===== config.mk =====
export PLATFORM = sky130hd
export DESIGN_NAME = calc_rr_dispatch
export DESIGN_NICKNAME = d
export VERILOG_FILES = /design/src/rtl/calc_rr_dispatch.sv
export SDC_FILE = /design/constraint.sdc
export NUM_CORES = 1
export LEC_CHECK = 0
export CAP_MARGIN = 40
export CORE_MARGIN = 10
export CORE_UTILIZATION = 59
export DETAILED_ROUTE_END_ITERATION = 7
export PLACE_DENSITY = 0.84
export SLEW_MARGIN = 15
export SYNTH_ARGS = -nofsm -noshare
export SYNTH_HDL_FRONTEND = slang
export SYNTH_SLANG_ARGS = --single-unit

===== constraint.sdc =====
create_clock -name c_clk -period 3.7 [get_ports c_clk]
set_input_delay 0.74 -clock c_clk [delete_from_list [all_inputs] [get_ports c_clk]]
set_output_delay 0.74 -clock c_clk [all_outputs]
set_load 0.01 [all_outputs]

===== src/rtl/calc_rr_dispatch.sv =====
// Round-robin dispatcher between four port hold registers and the two calc1 ALUs.
// Each port owns one command slot; ALU1 takes cmd 1-3, ALU2 takes cmd 4-15.
module calc_rr_dispatch #(
    parameter int TIMEOUT = 16
) (
    input  logic       c_clk,
    input  logic       reset,
    input  logic [3:0] hold1_cmd,
    input  logic [3:0] hold2_cmd,
    input  logic [3:0] hold3_cmd,
    input  logic [3:0] hold4_cmd,
    input  logic       alu1_done,
    input  logic       alu2_done,
    output logic       alu1_in_vld,
    output logic       alu2_in_vld,
    output logic [3:0] alu1_in_cmd,
    output logic [3:0] alu2_in_cmd,
    output logic [1:0] alu1_in_req_id,
    output logic [1:0] alu2_in_req_id,
    output logic [3:0] port_busy,
    output logic [3:0] port_err,
    output logic [1:0] alu_timeout_err
);

    typedef enum logic [1:0] {
        SLOT_EMPTY    = 2'd0,
        SLOT_PENDING  = 2'd1,
        SLOT_INFLIGHT = 2'd2
    } slot_state_t;

    typedef enum logic {
        ALU_IDLE = 1'b0,
        ALU_WAIT = 1'b1
    } alu_state_t;

    // Counter value on the edge that must release a hung ALU.
    localparam logic [7:0] CNT_LIMIT = 8'(TIMEOUT - 1);

    logic [3:0]  hold_cmd   [4];
    logic [1:0]  alu_done;

    slot_state_t slot_state [4];
    slot_state_t slot_next  [4];
    logic [3:0]  slot_cmd   [4];
    logic [3:0]  capture_en;
    logic [3:0]  drop;
    logic [3:0]  freed;
    logic [3:0]  issued;
    logic [3:0]  busy_r;
    logic [3:0]  perr_r;

    alu_state_t  alu_state  [2];
    logic [1:0]  last_ptr   [2];
    logic [7:0]  wait_cnt   [2];
    logic        in_vld     [2];
    logic [3:0]  in_cmd     [2];
    logic [1:0]  in_id      [2];
    logic [1:0]  terr_r;

    logic [3:0]  elig       [2];
    logic        grant_vld  [2];
    logic [1:0]  grant_id   [2];
    logic        release_now[2];
    logic        timeout_hit[2];

    assign hold_cmd[0] = hold1_cmd;
    assign hold_cmd[1] = hold2_cmd;
    assign hold_cmd[2] = hold3_cmd;
    assign hold_cmd[3] = hold4_cmd;
    assign alu_done    = {alu2_done, alu1_done};

    // NOTE: every always_comb output gets a default before any branch so no latch is inferred.
    always_comb begin
        for (int n = 0; n < 4; n++) begin
            elig[0][n] = (slot_state[n] == SLOT_PENDING) && (slot_cmd[n] <= 4'd3);
            elig[1][n] = (slot_state[n] == SLOT_PENDING) && (slot_cmd[n] >= 4'd4);
        end

        for (int a = 0; a < 2; a++) begin
            grant_vld[a]   = 1'b0;
            grant_id[a]    = 2'd0;
            release_now[a] = (alu_state[a] == ALU_WAIT) && (alu_done[a] || wait_cnt[a] == CNT_LIMIT);
            timeout_hit[a] = (alu_state[a] == ALU_WAIT) && !alu_done[a] && (wait_cnt[a] == CNT_LIMIT);
            // Search starts just past the last grant so every port gets a turn.
            for (int k = 1; k <= 4; k++) begin
                if (!grant_vld[a] && elig[a][last_ptr[a] + 2'(k)]) begin
                    grant_vld[a] = 1'b1;
                    grant_id[a]  = last_ptr[a] + 2'(k);
                end
            end
        end

        for (int n = 0; n < 4; n++) begin
            freed[n]  = 1'b0;
            issued[n] = 1'b0;
            for (int a = 0; a < 2; a++) begin
                if (release_now[a] && in_id[a] == 2'(n))
                    freed[n] = 1'b1;
                if (alu_state[a] == ALU_IDLE && grant_vld[a] && grant_id[a] == 2'(n))
                    issued[n] = 1'b1;
            end
        end

        for (int n = 0; n < 4; n++) begin
            slot_next[n]  = slot_state[n];
            capture_en[n] = 1'b0;
            drop[n]       = 1'b0;
            if (hold_cmd[n] != 4'd0 && (slot_state[n] == SLOT_EMPTY || freed[n])) begin
                slot_next[n]  = SLOT_PENDING;
                capture_en[n] = 1'b1;
            end else begin
                drop[n] = (hold_cmd[n] != 4'd0);
                if (freed[n])
                    slot_next[n] = SLOT_EMPTY;
                else if (issued[n])
                    slot_next[n] = SLOT_INFLIGHT;
            end
        end
    end

    // NOTE: the command payload is qualified by slot_state, so it carries no reset.
    always_ff @(posedge c_clk) begin
        for (int n = 0; n < 4; n++) begin
            if (capture_en[n])
                slot_cmd[n] <= hold_cmd[n];
        end
    end

    // NOTE: sequential state uses non-blocking assignments only, so later defaults never race earlier reads.
    always_ff @(posedge c_clk) begin
        if (reset) begin
            for (int n = 0; n < 4; n++)
                slot_state[n] <= SLOT_EMPTY;
            busy_r <= '0;
            perr_r <= '0;
            terr_r <= '0;
            for (int a = 0; a < 2; a++) begin
                alu_state[a] <= ALU_IDLE;
                last_ptr[a]  <= 2'd3;
                wait_cnt[a]  <= '0;
                in_vld[a]    <= 1'b0;
                in_cmd[a]    <= '0;
                in_id[a]     <= '0;
            end
        end else begin
            for (int n = 0; n < 4; n++) begin
                slot_state[n] <= slot_next[n];
                busy_r[n]     <= (slot_next[n] != SLOT_EMPTY);
                if (drop[n])
                    perr_r[n] <= 1'b1;
            end

            for (int a = 0; a < 2; a++) begin
                in_vld[a] <= 1'b0;
                case (alu_state[a])
                    ALU_IDLE: begin
                        if (grant_vld[a]) begin
                            in_vld[a]    <= 1'b1;
                            in_cmd[a]    <= slot_cmd[grant_id[a]];
                            in_id[a]     <= grant_id[a];
                            last_ptr[a]  <= grant_id[a];
                            wait_cnt[a]  <= '0;
                            alu_state[a] <= ALU_WAIT;
                        end
                    end
                    ALU_WAIT: begin
                        if (release_now[a]) begin
                            in_cmd[a]    <= '0;
                            in_id[a]     <= '0;
                            wait_cnt[a]  <= '0;
                            alu_state[a] <= ALU_IDLE;
                            if (timeout_hit[a])
                                terr_r[a] <= 1'b1;
                        end else begin
                            wait_cnt[a] <= wait_cnt[a] + 8'd1;
                        end
                    end
                    default: alu_state[a] <= ALU_IDLE;
                endcase
            end
        end
    end

    assign alu1_in_vld     = in_vld[0];
    assign alu2_in_vld     = in_vld[1];
    assign alu1_in_cmd     = in_cmd[0];
    assign alu2_in_cmd     = in_cmd[1];
    assign alu1_in_req_id  = in_id[0];
    assign alu2_in_req_id  = in_id[1];
    assign port_busy       = busy_r;
    assign port_err        = perr_r;
    assign alu_timeout_err = terr_r;

endmodule


==> qor.yml <==
floorplan.rows: 27
dr_total_vias: 2771
crit_arrival_ps: 2940
numCtsBuffers: 9
clkTransAtPathRegs_ps: 70
crit_end: "in_cmd[0][0]$_SDFFCE_PP0P_"
fmaxAchievable_mhz: 354
drt-wirelength-per-cell_microns: 18.3
startpoint_type: "flop"
hold_vio_cnt_final: 0
setup_slack_ps: 876
place_worst_setup_slack_ps: 902
totalWireLength_mm: 8.25
worstPathRequired_ps: 3820
cts_hold_repair.buffers: 0
place_congestion: 0.911
vias_per_cell: 6.16
yosysUniqueCellTypes: 61
timing.clock.skew_ps: 9.58
synth_sequential_area_ratio: 0.540
setup_viol: 0
dpl.cell_count: 434
async_reset_ff_frac: 0
clk_root_buffer_cell: "sky130_fd_sc_hd__clkbuf_8"
clk_path_buf_depth: 2
cp-startpoint: "slot_cmd[2][3]$_DFFE_PP_"
die_h_microns: 96.0
num_io_pins: 44
ys.flop_type: "sky130_fd_sc_hd__edfxtp_1"
numPortBuffers: 43
outcome: "finished, final reports clean"
maxCapViolations: 0
finalCriticalPeriod_ps: 2820
grt_max_degree: 14
start_util: 0.615
grt_pass1_vias: 2692
grt_first_pass_wirelength_mm: 13.1
slew_violations: 0
grt_use_total: 0.187
netlist_area_sq_um: 3410
postCtsResizedCells: 0
p_leak_nw: 1.49
min_delay_path_class: "reg2reg"
worst_r2r_startpoint: "slot_cmd[2][3]$_DFFE_PP_"
final.setup.tns_ps: 0
global_route.overflow_total: 0
nets: 395
cts_htree_levels: 3
core_sq_um: 5540
post_cts_buffers: 0
clock_sinks: 70
clock_latency_ps: 360
worst-setup-path-type: "reg2reg"
post_synthesis_average_cell_area_sq_um: 10.4
netlist_instances: 329
regToRegEndpoint: "in_cmd[0][0]$_SDFFCE_PP0P_"
cts_tree: "yes"
route.detailed.drc: 0
initial_antenna_violation_count: 0
instances_no_fill: 450
critPathCaptureType: "flop"
design.die.area_sq_um: 9220
diodes: 0
pwr_density_cell_nw_per_um2: 865
layout_worst_path_cycle_share: 0.763
share_of_post_route_cells_with_drive_strength_above_1: 0.0661
reg2reg_slack_ps: 880
hpwlAfterDp_mm: 6.34
synth_enable_flop_cells: 44
syn_nets: 351
setup_repair_after_global_routing_missed_its_margin: "false"
yosys_register_bits: 70
max-slew-margin-rel: 0.439
first_pass_iters: 5
worstPathMaxFanout: 8
worst_slew_pin_slew_ps: 840
vdd_ir_drop_max_mv: 0.478
postRouteAntennaNets: 0
reg2reg_depth: 6
dr.first_iter.drc_count: 318
synthesis.yosys.warnings: 0
synthToLayoutAreaGrowth_pct: 19.0
die_x_microns: 96.0
==> worst min-delay path by stage <==
stage / startpoint / end / cells after the start
finish: port_err[3]$_SDFFE_PP0P_ / port_err[3]$_SDFFE_PP0P_ / 1
global route: port_err[3]$_SDFFE_PP0P_ / port_err[3]$_SDFFE_PP0P_ / 1
CTS: port_err[3]$_SDFFE_PP0P_ / port_err[3]$_SDFFE_PP0P_ / 1
detailed placement: port_err[3]$_SDFFE_PP0P_ / port_err[3]$_SDFFE_PP0P_ / 1
global placement: port_err[3]$_SDFFE_PP0P_ / port_err[3]$_SDFFE_PP0P_ / 1
floorplan: slot_state[0][1]$_SDFF_PP0_ / slot_state[0][1]$_SDFF_PP0_ / 2
==> synthesized netlist by cell type, types with 3 or more instances <==
| library cell | n | area [sq um] |
|---|---|---|
| sky130_fd_sc_hd__nor3_1 | 3 | 15.0 |
| sky130_fd_sc_hd__o211ai_1 | 5 | 37.5 |
| sky130_fd_sc_hd__o32a_1 | 3 | 30.0 |
| sky130_fd_sc_hd__o21ai_0 | 15 | 75.1 |
| sky130_fd_sc_hd__nor2_1 | 48 | 180 |
| sky130_fd_sc_hd__a22o_1 | 3 | 26.3 |
| sky130_fd_sc_hd__o2bb2ai_1 | 6 | 52.6 |
| sky130_fd_sc_hd__a21oi_1 | 16 | 80.1 |
| sky130_fd_sc_hd__and3_1 | 10 | 62.6 |
| sky130_fd_sc_hd__xnor2_1 | 5 | 43.8 |
| sky130_fd_sc_hd__o21a_1 | 5 | 37.5 |
| sky130_fd_sc_hd__xor2_1 | 6 | 52.6 |
| sky130_fd_sc_hd__nand2b_1 | 4 | 25.0 |
| sky130_fd_sc_hd__nor4_1 | 5 | 31.3 |
| sky130_fd_sc_hd__inv_1 | 11 | 41.3 |
| sky130_fd_sc_hd__dfxtp_1 | 26 | 521 |
| sky130_fd_sc_hd__a21boi_0 | 4 | 30.0 |
| sky130_fd_sc_hd__nand2_1 | 17 | 63.8 |
| sky130_fd_sc_hd__mux2i_1 | 4 | 40.0 |
| sky130_fd_sc_hd__nand3_1 | 18 | 90.1 |
| sky130_fd_sc_hd__and2_1 | 4 | 25.0 |
| sky130_fd_sc_hd__or2_2 | 4 | 25.0 |
| sky130_fd_sc_hd__clkbuf_1 | 9 | 33.8 |
| sky130_fd_sc_hd__o22ai_1 | 5 | 31.3 |
| sky130_fd_sc_hd__edfxtp_1 | 44 | 1320 |
==> worst max-delay path, cell delays in order, from the launching register on <==
cell and delay (ps):
sky130_fd_sc_hd__edfxtp_1 410, sky130_fd_sc_hd__or4b_1 690, sky130_fd_sc_hd__o21ai_0 250, sky130_fd_sc_hd__a21oi_1 100
sky130_fd_sc_hd__nor3_1 540, sky130_fd_sc_hd__mux4_2 420, sky130_fd_sc_hd__and2_1 180
==> cells by family after synthesis <==
kind of cell | share of synthesized area
flops | 0.540
buf+inv | 0.0257
other cells | 0.00110
xor+xnor | 0.0283
compound gates | 0.184
simple gates | 0.189
fa+ha+maj | 0.00734
mux | 0.0250
==> cells in the final DEF (no fill, tap or decap), types with 3 or more instances in the layout <==
cell and instances:
sky130_fd_sc_hd__a21boi_0 4, sky130_fd_sc_hd__a21oi_1 16, sky130_fd_sc_hd__a22o_1 3, sky130_fd_sc_hd__and2_1 4, sky130_fd_sc_hd__and3_1 10, sky130_fd_sc_hd__clkbuf_1 4, sky130_fd_sc_hd__clkbuf_8 10, sky130_fd_sc_hd__clkdlybuf4s50_1 43
sky130_fd_sc_hd__dfxtp_1 26, sky130_fd_sc_hd__edfxtp_1 44, sky130_fd_sc_hd__inv_1 11, sky130_fd_sc_hd__mux2i_1 4, sky130_fd_sc_hd__nand2_1 17, sky130_fd_sc_hd__nand2b_1 4, sky130_fd_sc_hd__nand3_1 18, sky130_fd_sc_hd__nor2_1 48
sky130_fd_sc_hd__nor3_1 3, sky130_fd_sc_hd__nor4_1 5, sky130_fd_sc_hd__o211ai_1 5, sky130_fd_sc_hd__o21a_1 5, sky130_fd_sc_hd__o21ai_0 15, sky130_fd_sc_hd__o22ai_1 5, sky130_fd_sc_hd__o2bb2ai_1 6, sky130_fd_sc_hd__o32a_1 3
sky130_fd_sc_hd__or2_2 4, sky130_fd_sc_hd__xnor2_1 5, sky130_fd_sc_hd__xor2_1 6
==> area by class of cell <==
cell class / instances / area (sq um)
flip-flops and latches: 70 / 1840
fillers: 417 / 1480
multi-input cells: 236 / 1480
repair buffers: 44 / 438
clock buffers: 14 / 153
well taps: 72 / 90.1
inverters: 12 / 45.0
clock inverters: 2 / 10.0
==> power breakdown <==
| group | total (mW) | internal [mW] | switching, mW |
|---|---|---|---|
| sequential | 1.52 | 1.22 | 0.298 |
| combinational | 1.47 | 0.633 | 0.836 |
| clock | 0.524 | 0.260 | 0.264 |
==> routing by layer <==
layer / up-vias / global-route usage / part of all wire
met5: - / 0 / 0
li1: 1329 / - / -
met4: 0 / 0.115 / 0.034
met2: 117 / 0.306 / 0.49
met3: 26 / 0.0599 / 0.086
met1: 1299 / 0.209 / 0.39
==> registers in the layout, indices dropped and copies added (netlist names) <==
name and cells:
slot_cmd 16, wait_cnt 16, in_cmd 8, slot_state 8, in_id 4, last_ptr 4
port_busy 4, port_err 4, alu_state 2, alu_timeout_err 2, in_vld 2
==> stage by stage <==
step                      cell area, sq um  hold WS (ps)  power (mW)   util
after floorplan                       3410           468        2.45      -
after global placement                3890           463        2.92  0.703
after detailed placement              3890           459        2.97  0.703
after CTS                             4060           478        3.50  0.732
after global routing                  4060           499        3.73  0.732
final                                 4060           484        3.51  0.732
(Power assumes the default switching activity.)
